**src/rtl/column_stream_tx_pkg.sv**
```systemverilog
// Shared types and default sizing for the column stream transmitter.
// Holds the FSM state encoding and the default column geometry.
package column_stream_tx_pkg;

  localparam int DEF_K           = 3;
  localparam int DEF_PIXEL_WIDTH = 8;

  typedef enum logic [2:0] {
    ST_IDLE  = 3'd0,
    ST_FETCH = 3'd1,
    ST_DRAIN = 3'd2,
    ST_VALID = 3'd3,
    ST_DONE  = 3'd4
  } tx_state_e;

endpackage

```
**src/rtl/column_stream_tx_assembler.sv**
```systemverilog
// K-slot pixel capture register; slot i lands at bits [(i+1)*PIXEL_WIDTH-1 -: PIXEL_WIDTH]
// of the flat column word.
module column_assembler
  import column_stream_tx_pkg::*;
#(
  parameter int K           = DEF_K,
  parameter int PIXEL_WIDTH = DEF_PIXEL_WIDTH,
  parameter int IDX_WIDTH   = (K > 1) ? $clog2(K) : 1
) (
  input  logic                     clk,
  input  logic                     rst_n,
  input  logic                     wr_en,
  input  logic [IDX_WIDTH-1:0]     wr_idx,
  input  logic [PIXEL_WIDTH-1:0]   din,
  output logic [K*PIXEL_WIDTH-1:0] dout
);

  logic [PIXEL_WIDTH-1:0] slots_r [K];

  // capture one pixel per write into its slot
  always_ff @(posedge clk or negedge rst_n) begin
    if (!rst_n) begin
      for (int i = 0; i < K; i++) begin
        slots_r[i] <= {PIXEL_WIDTH{1'b0}};
      end
    end else if (wr_en && (int'(wr_idx) < K)) begin
      slots_r[wr_idx] <= din;
    end else begin
      slots_r <= slots_r;
    end
  end

  for (genvar g = 0; g < K; g++) begin : g_flat
    assign dout[(g+1)*PIXEL_WIDTH-1 -: PIXEL_WIDTH] = slots_r[g];
  end

endmodule

```
**src/rtl/column_stream_tx.sv**
```systemverilog
// Reads a raster image from a 1-cycle BRAM port and streams every vertical K-pixel column.
// Optional COLUMN_TX_ZDRIVE_EN: out floats to all-z instead of all-zero while out_valid=0.
module column_stream_tx
  import column_stream_tx_pkg::*;
#(
  parameter int K           = DEF_K,
  parameter int PIXEL_WIDTH = DEF_PIXEL_WIDTH,
  parameter int IMG_W       = 64,
  parameter int IMG_H       = 64,
  parameter int ADDR_WIDTH  = 12
) (
  input  logic                     clk,
  input  logic                     rst_n,
  input  logic                     start,
  output logic                     rd_en,
  output logic [ADDR_WIDTH-1:0]    rd_addr,
  input  logic [PIXEL_WIDTH-1:0]   rd_data,
  output logic [K*PIXEL_WIDTH-1:0] out,
  output logic                     out_valid,
  input  logic                     out_ready,
  output logic                     complete
);

  localparam int KW = (K > 1) ? $clog2(K) : 1;
  localparam int XW = $clog2(IMG_W + 1);
  localparam int YW = $clog2(IMG_H + 1);
  localparam logic [KW-1:0]         K_LAST   = KW'(K - 1);
  localparam logic [XW-1:0]         X_LAST   = XW'(IMG_W - 1);
  localparam logic [YW-1:0]         Y_LAST   = YW'(IMG_H - K);
  localparam logic [ADDR_WIDTH-1:0] ROW_STEP = ADDR_WIDTH'(IMG_W);

  tx_state_e               state_r, state_s;
  logic [KW-1:0]           k_r;
  logic [XW-1:0]           x_r;
  logic [YW-1:0]           y_r;
  logic [ADDR_WIDTH-1:0]   base_r;
  logic [ADDR_WIDTH-1:0]   rd_addr_r;
  logic                    rd_en_r, out_valid_r, complete_r;
  logic                    cap_en_r;
  logic [KW-1:0]           cap_idx_r;
  logic                    last_col_s, handshake_s;
  logic [K*PIXEL_WIDTH-1:0] col_s;

  assign last_col_s  = (x_r == X_LAST) && (y_r == Y_LAST);
  assign handshake_s = (state_r == ST_VALID) && out_ready;

  // next-state logic
  always_comb begin
    state_s = state_r;
    case (state_r)
      ST_IDLE: begin
        if (start) state_s = ST_FETCH;
        else       state_s = ST_IDLE;
      end
      ST_FETCH: begin
        if (k_r == K_LAST) state_s = ST_DRAIN;
        else               state_s = ST_FETCH;
      end
      ST_DRAIN: state_s = ST_VALID;
      ST_VALID: begin
        if (out_ready) begin
          if (last_col_s) state_s = ST_DONE;
          else            state_s = ST_FETCH;
        end else begin
          state_s = ST_VALID;
        end
      end
      ST_DONE: state_s = ST_IDLE;
      default: state_s = ST_IDLE;
    endcase
  end

  // state register and state-decoded registered outputs
  always_ff @(posedge clk or negedge rst_n) begin
    if (!rst_n) begin
      state_r     <= ST_IDLE;
      rd_en_r     <= 1'b0;
      out_valid_r <= 1'b0;
      complete_r  <= 1'b0;
    end else begin
      state_r     <= state_s;
      rd_en_r     <= (state_s == ST_FETCH);
      out_valid_r <= (state_s == ST_VALID);
      complete_r  <= (state_s == ST_DONE);
    end
  end

  // column position and read address; base = y*IMG_W + x so it simply increments per column
  always_ff @(posedge clk or negedge rst_n) begin
    if (!rst_n) begin
      k_r       <= {KW{1'b0}};
      x_r       <= {XW{1'b0}};
      y_r       <= {YW{1'b0}};
      base_r    <= {ADDR_WIDTH{1'b0}};
      rd_addr_r <= {ADDR_WIDTH{1'b0}};
    end else begin
      k_r <= ((state_r == ST_FETCH) && (state_s == ST_FETCH)) ? k_r + KW'(1) : {KW{1'b0}};
      if ((state_r == ST_IDLE) && start) begin
        x_r       <= {XW{1'b0}};
        y_r       <= {YW{1'b0}};
        base_r    <= {ADDR_WIDTH{1'b0}};
        rd_addr_r <= {ADDR_WIDTH{1'b0}};
      end else if (handshake_s && !last_col_s) begin
        base_r    <= base_r + ADDR_WIDTH'(1);
        rd_addr_r <= base_r + ADDR_WIDTH'(1);
        if (x_r == X_LAST) begin
          x_r <= {XW{1'b0}};
          y_r <= y_r + YW'(1);
        end else begin
          x_r <= x_r + XW'(1);
        end
      end else if (state_r == ST_FETCH) begin
        rd_addr_r <= rd_addr_r + ROW_STEP;
      end else begin
        rd_addr_r <= rd_addr_r;
      end
    end
  end

  // read data returns one cycle after rd_en, so the slot index trails by one cycle
  always_ff @(posedge clk or negedge rst_n) begin
    if (!rst_n) begin
      cap_en_r  <= 1'b0;
      cap_idx_r <= {KW{1'b0}};
    end else begin
      cap_en_r  <= rd_en_r;
      cap_idx_r <= k_r;
    end
  end

  column_assembler #(
    .K           (K),
    .PIXEL_WIDTH (PIXEL_WIDTH),
    .IDX_WIDTH   (KW)
  ) u_assembler (
    .clk    (clk),
    .rst_n  (rst_n),
    .wr_en  (cap_en_r),
    .wr_idx (cap_idx_r),
    .din    (rd_data),
    .dout   (col_s)
  );

  assign rd_en     = rd_en_r;
  assign rd_addr   = rd_addr_r;
  assign out_valid = out_valid_r;
  assign complete  = complete_r;

`ifdef COLUMN_TX_ZDRIVE_EN
  assign out = out_valid_r ? col_s : {(K*PIXEL_WIDTH){1'bz}};
`else
  assign out = out_valid_r ? col_s : {(K*PIXEL_WIDTH){1'b0}};
`endif

endmodule

```
**config.mk**
```make
export PLATFORM = sky130hd
export DESIGN_NAME = column_stream_tx
export DESIGN_NICKNAME = d
export VERILOG_FILES = /design/src/rtl/column_stream_tx_pkg.sv /design/src/rtl/column_stream_tx_assembler.sv /design/src/rtl/column_stream_tx.sv
export SDC_FILE = /design/constraint.sdc
export NUM_CORES = 1
export LEC_CHECK = 0
export BUFFER_PORTS_ARGS = -buffer_cell sky130_fd_sc_hd__buf_4
export CAP_MARGIN = 10
export CORE_ASPECT_RATIO = 0.7
export CORE_UTILIZATION = 57
export DETAILED_ROUTE_END_ITERATION = 7
export PLACE_DENSITY = 0.9
export SYNTH_ARGS = -nofsm -noshare
export SYNTH_HDL_FRONTEND = slang
export SYNTH_HIERARCHICAL = 1
export SYNTH_SLANG_ARGS = --single-unit
```
**constraint.sdc**
```tcl
create_clock -name clk -period 2.6 [get_ports clk]
set_input_delay 0.52 -clock clk [delete_from_list [all_inputs] [get_ports clk]]
set_output_delay 0.52 -clock clk [all_outputs]
set_load 0.02 [all_outputs]
```
==> impl_metrics.ini, run 1 <==
[place]
place_congestion = 0.846
hpwl_um = 5390
dp_slack_ns = 0.333
dp_cells = 432
port-buffer-count = 50

[setup_path]
ff2ff_path_depth = 6
critical-path-slowest-cell = or4_1
path_max_fanout = 9
critPathKind = reg -> reg
cp-start-kind = flop
slowest_delay_ns = 0.75
path_cells = inv_1, ha_1, or2b_1, or4_1, a21oi_4, a22o_1
arrival_ns = 2.58
cp-end-kind = flop
worst_ep_required_time_ns = 2.88

[layout]
fill_cells = 401
seq_area_mm2 = 0.00183
mostFrequentLayoutCells = dfrtp_1 (73), buf_4 (54), and2_1 (25)
antennaDiodeCount = 0
postLayoutCoreUtil_pct = 72.3
layout_commonest_cell = dfrtp_1
multi_input_area_mm2 = 0.00166
syn2layout_area_growth_pct = 19.0
drive_gt1_share_pct = 30.3
layoutNonFillerInstCount = 448
nNetsFinal = 386

[timing]
tightest_slew_ns = 0.899
hold_violations = 0
fmax_mhz = 435
worst_slack_ns = 0.301
finalCriticalPeriod_ns = 2.30
rsz0062_at_grt = no
fin_crit_sh_pct = 88.4
setup-tns-final_ns = 0
slew_viol_final = 0
slew_headroom_pct = 40.0
setup-violations-final = 0
clock_skew_ns = 0.00918

[clocking]
cts-hold-fix-buffers = 0
cts_num_sinks = 73
h-tree-depth = 3
clockBufferDepth = 2
path_clk_slew_ns = 0.07
numCtsBuffers = 9
clockRootBuffer = clkbuf_8
clk_latency_ns = 0.35
post_cts_resized = 0
cts_tree = yes
cts_post_setup_buffers_inserted = 0

[global_routing]
busiest_layer = met2
grt_use_met1_pct = 34.9
grt_util_met2_pct = 39.4
grt_overflow = 0
grt_start_max_net_pins = 74
grt_pass1_wl_um = 12200
grt_usage_pct = 25.5
antenna_found_initial = 0
met3_usage_pct = 6.44
first_global_vias = 2456

[die]
die_x_um = 96.5
coreArea_mm2 = 0.00587
dieArea_mm2 = 0.00658
die_h_um = 68.2
start_util_pct = 60.7
ios = 51
num_rows = 23

[route]
wire_per_inst_um = 17.5
vias = 2743
post-route-drc-count = 0
dr.pass1.iters = 5
drtIter0Drc = 281
ant_nets = 0
post_drt_via_cell_ratio = 6.12
routed_wl_um = 7860

[yosys]
netlist.area_leader.share_pct = 51.2
synth_edf_count = 0
synth_ff_type = dfrtp_1
ys_ff_latch = 73
yosys.area.top_type = dfrtp_1
yosys.cell_types.count = 56
syn_inst = 319
synthArstFlopShare_pct = 100
synth_area_mm2 = 0.00357
ys_warn_count = 6
yosys-top-cells-area = dfrtp_1 (51%), mux2_2 (7.6%), and2_1 (4.4%), ha_1 (2.1%), a21oi_1 (1.8%)
synthesis.nets = 337
syn_avg_cell_area_um2 = 11.2
yosysSeqAreaShare_pct = 51.2

[pwr]
vdd_ir_drop_max_mv = 0.544
powerDensity_mw_per_mm2 = 1030
p_leak_nw = 1.88

[flow_run]
cap_violations = 0

[min_path]
hold_path.class = in -> async

[run_status]
outcome = completed
## synthesized netlist by cell type (3+ instances only)
cell      number
nor4_1         4
nor2b_1        4
or4_1          7
xor2_1         4
and2_1        25
o31ai_1        8
nand4_1        8
o21ai_0        8
clkbuf_1       7
mux2i_1        3
inv_1          5
nor3_1        10
o211ai_1       3
or2_2          3
a31o_2         6
buf_2          7
ha_1           6
a21oi_1       13
mux2_2        24
or3_1          5
a22o_1         3
xnor2_1        6
dfrtp_1       73
nor2_1         8
nand3_1       10
nand2_1       16
a21o_1         4
a211oi_1       7
## final timing paths
path	startpoint	to	slack (ns)
max	y_r[1]	x_r[0]	0.30
min in group clk	rd_en	cap_en_r	0.38
max in group asynchronous	rst_n	state_r[1]	1.72
max reg2reg	y_r[1]	x_r[0]	0.30
min reg2reg	rd_en	cap_en_r	0.38
min	rst_n	x_r[5]	0.29
## state kept, by name, indices dropped and copies added (netlist names), 2 cells and up
signal	flops
base_r	12
cap_idx_r	2
k_r	2
rd_addr	12
state_r	3
u_assembler/dout	24
x_r	7
y_r	7
## critical path, delay by kind of cell (launching register included)
kind	cells	cell delay, ns
buf+inv	1	0.07
compound gates	2	0.54
flops	1	0.42
fa+ha+maj	1	0.15
simple gates	2	1.05
## logic make-up (layout without fill, tap and decap cells)
kind of cell,count (synthesis),in the layout,synth area share (%)
and+or+nand+nor,116,116,19.8
DFF,73,73,51.2
AOI/OAI and AO/OA,65,65,13.0
muxes,28,28,8.74
buffers and inverters,21,75,2.67
xor gates and xnor gates,10,10,2.46
adders and majority gates,6,6,2.11
## routing by layer
metal | wire [um] | share of wire [%]
met3 | 438 | 5.6
met1 | 3540 | 45
met4 | 102 | 1.3
met2 | 3780 | 48
met5 | 0 | 0
## power by group
part           leakage, nW  switching [W]  internal (W)
logic                0.836       0.000762      0.000732
clock network        0.115       0.000433      0.000637
registers            0.930       0.000321       0.00151
## layout make-up
type,instances,share of cell area [%]
Clock buffer,9,2.92
Sequential cell,73,43.0
Clock inverter,7,2.80
Tap cell,75,2.21
Inverter,5,0.442
Timing Repair Buffer,54,9.55
Multi-Input combinational cell,225,39.0
## metrics by stage
step	hold WS (ns)	total power, W	cell area (um^2)
global route	0.379	0.00462	4240
CTS	0.327	0.00440	4240
detailed placement	0.370	0.00332	4000
floorplan	0.224	0.00279	3570
finish	0.291	0.00439	4240
global placement	0.367	0.00324	4000
(Power assumes the default switching activity.)
==> inputs of run 2 (changes only) <==
--- a/config.mk
+++ b/config.mk
@@ -8,9 +8,11 @@
 export BUFFER_PORTS_ARGS = -buffer_cell sky130_fd_sc_hd__buf_4
 export CAP_MARGIN = 10
 export CORE_ASPECT_RATIO = 0.7
-export CORE_UTILIZATION = 57
+export CORE_UTILIZATION = 59
+export CTS_BUF_LIST = sky130_fd_sc_hd__clkbuf_8
 export DETAILED_ROUTE_END_ITERATION = 7
-export PLACE_DENSITY = 0.9
+export PLACE_DENSITY = 0.93
+export SLEW_MARGIN = 40
 export SYNTH_ARGS = -nofsm -noshare
 export SYNTH_HDL_FRONTEND = slang
 export SYNTH_HIERARCHICAL = 1
==> run 2 against run 1 <==
- die area fell by 3.3%
- via count increased by 1.6%
- register-to-register slack got worse by 0.05 ns
- setup slack worse by 0.047 ns
- non-clock buffer count did not move
- count of clock-buffer cells in the layout is the same
- design area hardly changed
- power grew 0.20%
- clock skew about the same
- critical endpoint is now rd_addr[7]
- largest power group unchanged
==> impl_metrics.ini, run 2 (synthesis gave the netlist of run 1 again) <==
[place]
port-buffer-count = 50
place_congestion = 0.873
hpwl_um = 5390

[setup_path]
cp-end-kind = flop
slowest_delay_ns = 0.75
critPathTopFamily = simple AND/OR/NAND/NOR gates
cp-start-kind = flop
arrival_ns = 2.54
path_max_fanout = 9
worst_ep_required_time_ns = 2.80
worst-path-buf-inv = 1
critPathKind = reg -> reg
critical-path-slowest-cell = or4_1
path_cells = inv_1, ha_1, or2b_1, or4_1, a221oi_1, a211oi_1

[pwr]
powerDensity_mw_per_mm2 = 1040
power_switching_w = 0.00152
power_switching_share_pct = 34.6
power_frac_clock_pct = 24.4
p_leak_nw = 1.89
vdd_ir_drop_max_mv = 0.504
pwr-share-seq_pct = 41.4
intPower_w = 0.00287
power.share.combinational_pct = 34.2

[die]
ios = 51
dieArea_mm2 = 0.00636
num_rows = 23
start_util_pct = 61.6
die_h_um = 67.0
coreArea_mm2 = 0.00578
die_x_um = 94.9

[route]
post-route-drc-count = 0
wire_per_inst_um = 17.5
ant_nets = 0
vias = 2786
dr.pass1.iters = 5
post_drt_via_cell_ratio = 6.22
routed_wl_um = 7850
drtIter0Drc = 222

[clocking]
post_cts_resized = 0
clockBufferDepth = 2
h-tree-depth = 3
cts_num_sinks = 73
clockRootBuffer = clkbuf_8
cts_tree = yes
numCtsBuffers = 9
path_clk_slew_ns = 0.08
cts_post_setup_buffers_inserted = 0
cts-hold-fix-buffers = 0
clk_latency_ns = 0.35

[timing]
slew_viol_final = 0
rsz0062_at_grt = no
tightest_slew_ns = 0.755
setup-tns-final_ns = 0
clock_skew_ns = 0.00870
fin_hold_ws_ns = 0.164
setup-violations-final = 0
slew_headroom_pct = 49.5
finalCriticalPeriod_ns = 2.35
fin_crit_sh_pct = 90.2
fmax_mhz = 426
hold_violations = 0

[min_path]
hold_path.class = in -> async

[layout]
antennaDiodeCount = 0
nNetsFinal = 386
multi_input_area_mm2 = 0.00166
fill_cells = 392
mostFrequentLayoutCells = dfrtp_1 (73), buf_4 (53), and2_1 (25)
drive_gt1_share_pct = 30.3
layout_commonest_cell = dfrtp_1
postLayoutCoreUtil_pct = 73.4
seq_area_mm2 = 0.00183
largest_reg_flops = 24
syn2layout_area_growth_pct = 19.1

[global_routing]
antenna_found_initial = 0
grt_pass1_wl_um = 12900
grt_overflow = 0
grt_start_max_net_pins = 74
grt_usage_pct = 27.5
first_global_vias = 2664

[flow_run]
cap_violations = 0

[run_status]
outcome = completed
run 2: final timing paths:
check                           startpoint                   to  slack (ns)  cells past startpoint
worst max-delay path                y_r[1]           rd_addr[7]        0.25                      6
worst min-delay path                 rst_n  u_assembler/dout[5]        0.16                      1
worst max register to register      y_r[1]           rd_addr[7]        0.25                      6
worst min register to register       rd_en             cap_en_r        0.38                      0
max in group asynchronous            rst_n            base_r[5]        1.99                      1
min in group clk                     rd_en             cap_en_r        0.38                      0
run 2: per-stage QoR:
step | setup slack, ns | power [W] | instances | area [um^2]
4_1_cts | 0.262 | 0.00441 | 448 | 4250
3_3_place_gp | 0.415 | 0.00323 | 432 | 4000
2_1_floorplan | 0.590 | 0.00279 | 319 | 3570
5_1_grt | 0.132 | 0.00464 | 448 | 4250
3_5_place_dp | 0.333 | 0.00333 | 432 | 4010
6_report | 0.254 | 0.00440 | 448 | 4250
run 2: layout make-up:
class	instances	area share [%]
sequential	73	43.0
tap	75	2.21
timing repair buffer	54	9.64
multi-input combinational	225	39.0
clock inverter	7	2.74
inverter	5	0.442
clock buffer	9	2.92
run 2: power by group through the flow:
| stage | clock [W] | sequential, W | combinational (W) |
|---|---|---|---|
| finish | 0.00107 | 0.00182 | 0.00150 |
| global route | 0.00113 | 0.00188 | 0.00163 |
| CTS | 0.00108 | 0.00182 | 0.00151 |
| detailed placement | 0 | 0.00184 | 0.00149 |
| global placement | 0 | 0.00181 | 0.00143 |
| floorplan | 0 | 0.00181 | 0.000987 |
run 2: routing by layer:
layer / GRT usage, % / part of all wire, %
met5: 0 / 0
met4: 9.47 / 1.5
met3: 7.53 / 6.8
met2: 42.5 / 49
met1: 37.5 / 43
==> inputs of run 3 (changes only) <==
--- a/config.mk
+++ b/config.mk
@@ -12,6 +12,7 @@
 export CTS_BUF_LIST = sky130_fd_sc_hd__clkbuf_8
 export DETAILED_ROUTE_END_ITERATION = 7
 export PLACE_DENSITY = 0.93
+export REMOVE_ABC_BUFFERS = 1
 export SLEW_MARGIN = 40
 export SYNTH_ARGS = -nofsm -noshare
 export SYNTH_HDL_FRONTEND = slang
==> run 3 against run 2 <==
- power up 0.43%
- sequential share of layout area down 0.19 points
- count of clock-buffer cells in the layout up 3
- hold slack better by 0.012 ns
- clock skew up 0.0011 ns
- via count up 1.7%
- die area unchanged
- highest routed layer unchanged
==> impl_metrics.ini, run 3 (synthesis gave the netlist of run 1 again) <==
[run_status]
outcome = completed

[min_path]
hold_path.class = in -> async

[clocking]
numCtsBuffers = 9
cts_tree = yes
post_cts_resized = 0
path_clk_slew_ns = 0.08
clockRootBuffer = clkbuf_8
clk_latency_ns = 0.36
cts_num_sinks = 73
cts_post_setup_buffers_inserted = 0
cts-hold-fix-buffers = 0
h-tree-depth = 3
clockBufferDepth = 2

[setup_path]
critPathTopFamily = simple AND/OR/NAND/NOR gates
cp-end-kind = flop
path_cells = inv_1, ha_1, or2b_1, or4_1, a21oi_4, mux2_1
worst_ep_required_time_ns = 2.89
slowest_delay_ns = 0.74
cp-start-kind = flop
r2r_slack_ns = 0.27
arrival_ns = 2.62
critPathKind = reg -> reg
path_max_fanout = 9
critical-path-slowest-cell = or4_1
worst-path-buf-inv = 1

[pwr]
pwr-share-seq_pct = 41.4
power.share.combinational_pct = 34.9
power_switching_share_pct = 34.9
vdd_ir_drop_max_mv = 0.501
p_leak_nw = 1.90
power_w = 0.00442
power_frac_clock_pct = 23.6
power_switching_w = 0.00154
intPower_w = 0.00287
powerDensity_mw_per_mm2 = 1040

[layout]
drive_gt1_share_pct = 30.5
mostFrequentLayoutCells = dfrtp_1 (73), buf_4 (53), and2_1 (25)
multi_input_area_mm2 = 0.00166
layout_commonest_cell = dfrtp_1
nNetsFinal = 387
syn2layout_area_growth_pct = 19.6
largest_reg_flops = 24
antennaDiodeCount = 0
seq_area_mm2 = 0.00183
fill_cells = 393

[die]
start_util_pct = 61.6
die_x_um = 94.9
die_h_um = 67.0
dieArea_mm2 = 0.00636
ios = 51
coreArea_mm2 = 0.00578
num_rows = 23

[route]
vias = 2834
wire_per_inst_um = 19.0
routed_wl_um = 8520
drtIter0Drc = 271
ant_nets = 0
post-route-drc-count = 0
post_drt_via_cell_ratio = 6.31
dr.pass1.iters = 5

[global_routing]
first_global_vias = 2592
grt_overflow = 0
grt_usage_pct = 28.6
grt_start_max_net_pins = 74
antenna_found_initial = 0
grt_pass1_wl_um = 13200

[timing]
fmax_mhz = 429
slew_viol_final = 0
fin_hold_ws_ns = 0.176
fin_crit_sh_pct = 89.7
slew_headroom_pct = 56.0
tightest_slew_ns = 0.661
finalCriticalPeriod_ns = 2.33
clock_skew_ns = 0.00979
rsz0062_at_grt = no
setup-violations-final = 0
hold_violations = 0

[place]
hpwl_um = 5670
port-buffer-count = 50
place_congestion = 0.865

[flow_run]
cap_violations = 0
## run 3: area by class of cell
type                       count  share of cell area (%)
inverter                       5                   0.440
multi-input combinational    225                    38.8
clock buffer                  12                    3.87
timing repair buffer          55                    10.1
tap                           75                    2.20
sequential                    73                    42.8
clock inverter                 4                    1.73
## run 3: metal layers
layer,part of all wire (%),global-route usage [%],vias to the layer above
met5,0,0,-
met4,1.7,9.85,0
met3,6.1,8.33,23
met2,48,42.7,101
met1,45,39.7,1416
li1,-,-,1294
## run 3: worst paths after layout
path / to / cells past startpoint / start
worst min-delay path: state_r[0] / 1 / rst_n
worst max register to register: base_r[0] / 6 / y_r[1]
worst min register to register: cap_en_r / 0 / rd_en
min in group clk: cap_en_r / 0 / rd_en
max in group asynchronous: u_assembler/dout[9] / 1 / rst_n
worst max-delay path: base_r[0] / 6 / y_r[1]
## run 3: metrics by stage
step                      std cells  TNS (ns)  util [%]  area, um^2  setup slack, ns
after floorplan                 303     -6.34         -        3490           -0.519
after global placement          433         0      69.5        4020            0.418
after detailed placement        433         0      69.6        4030            0.323
after CTS                       449         0      73.7        4260            0.292
after global routing            449         0      73.7        4260            0.147
final                           449         0      73.7        4260            0.269
## run 3: power by group through the flow
stage | Combinational, W | Clock (W) | Sequential (W)
detailed placement | 0.00152 | 0 | 0.00184
finish | 0.00154 | 0.00104 | 0.00183
global placement | 0.00145 | 0 | 0.00181
global route | 0.00164 | 0.00111 | 0.00189
CTS | 0.00154 | 0.00106 | 0.00183
floorplan | 0.000927 | 0 | 0.00184
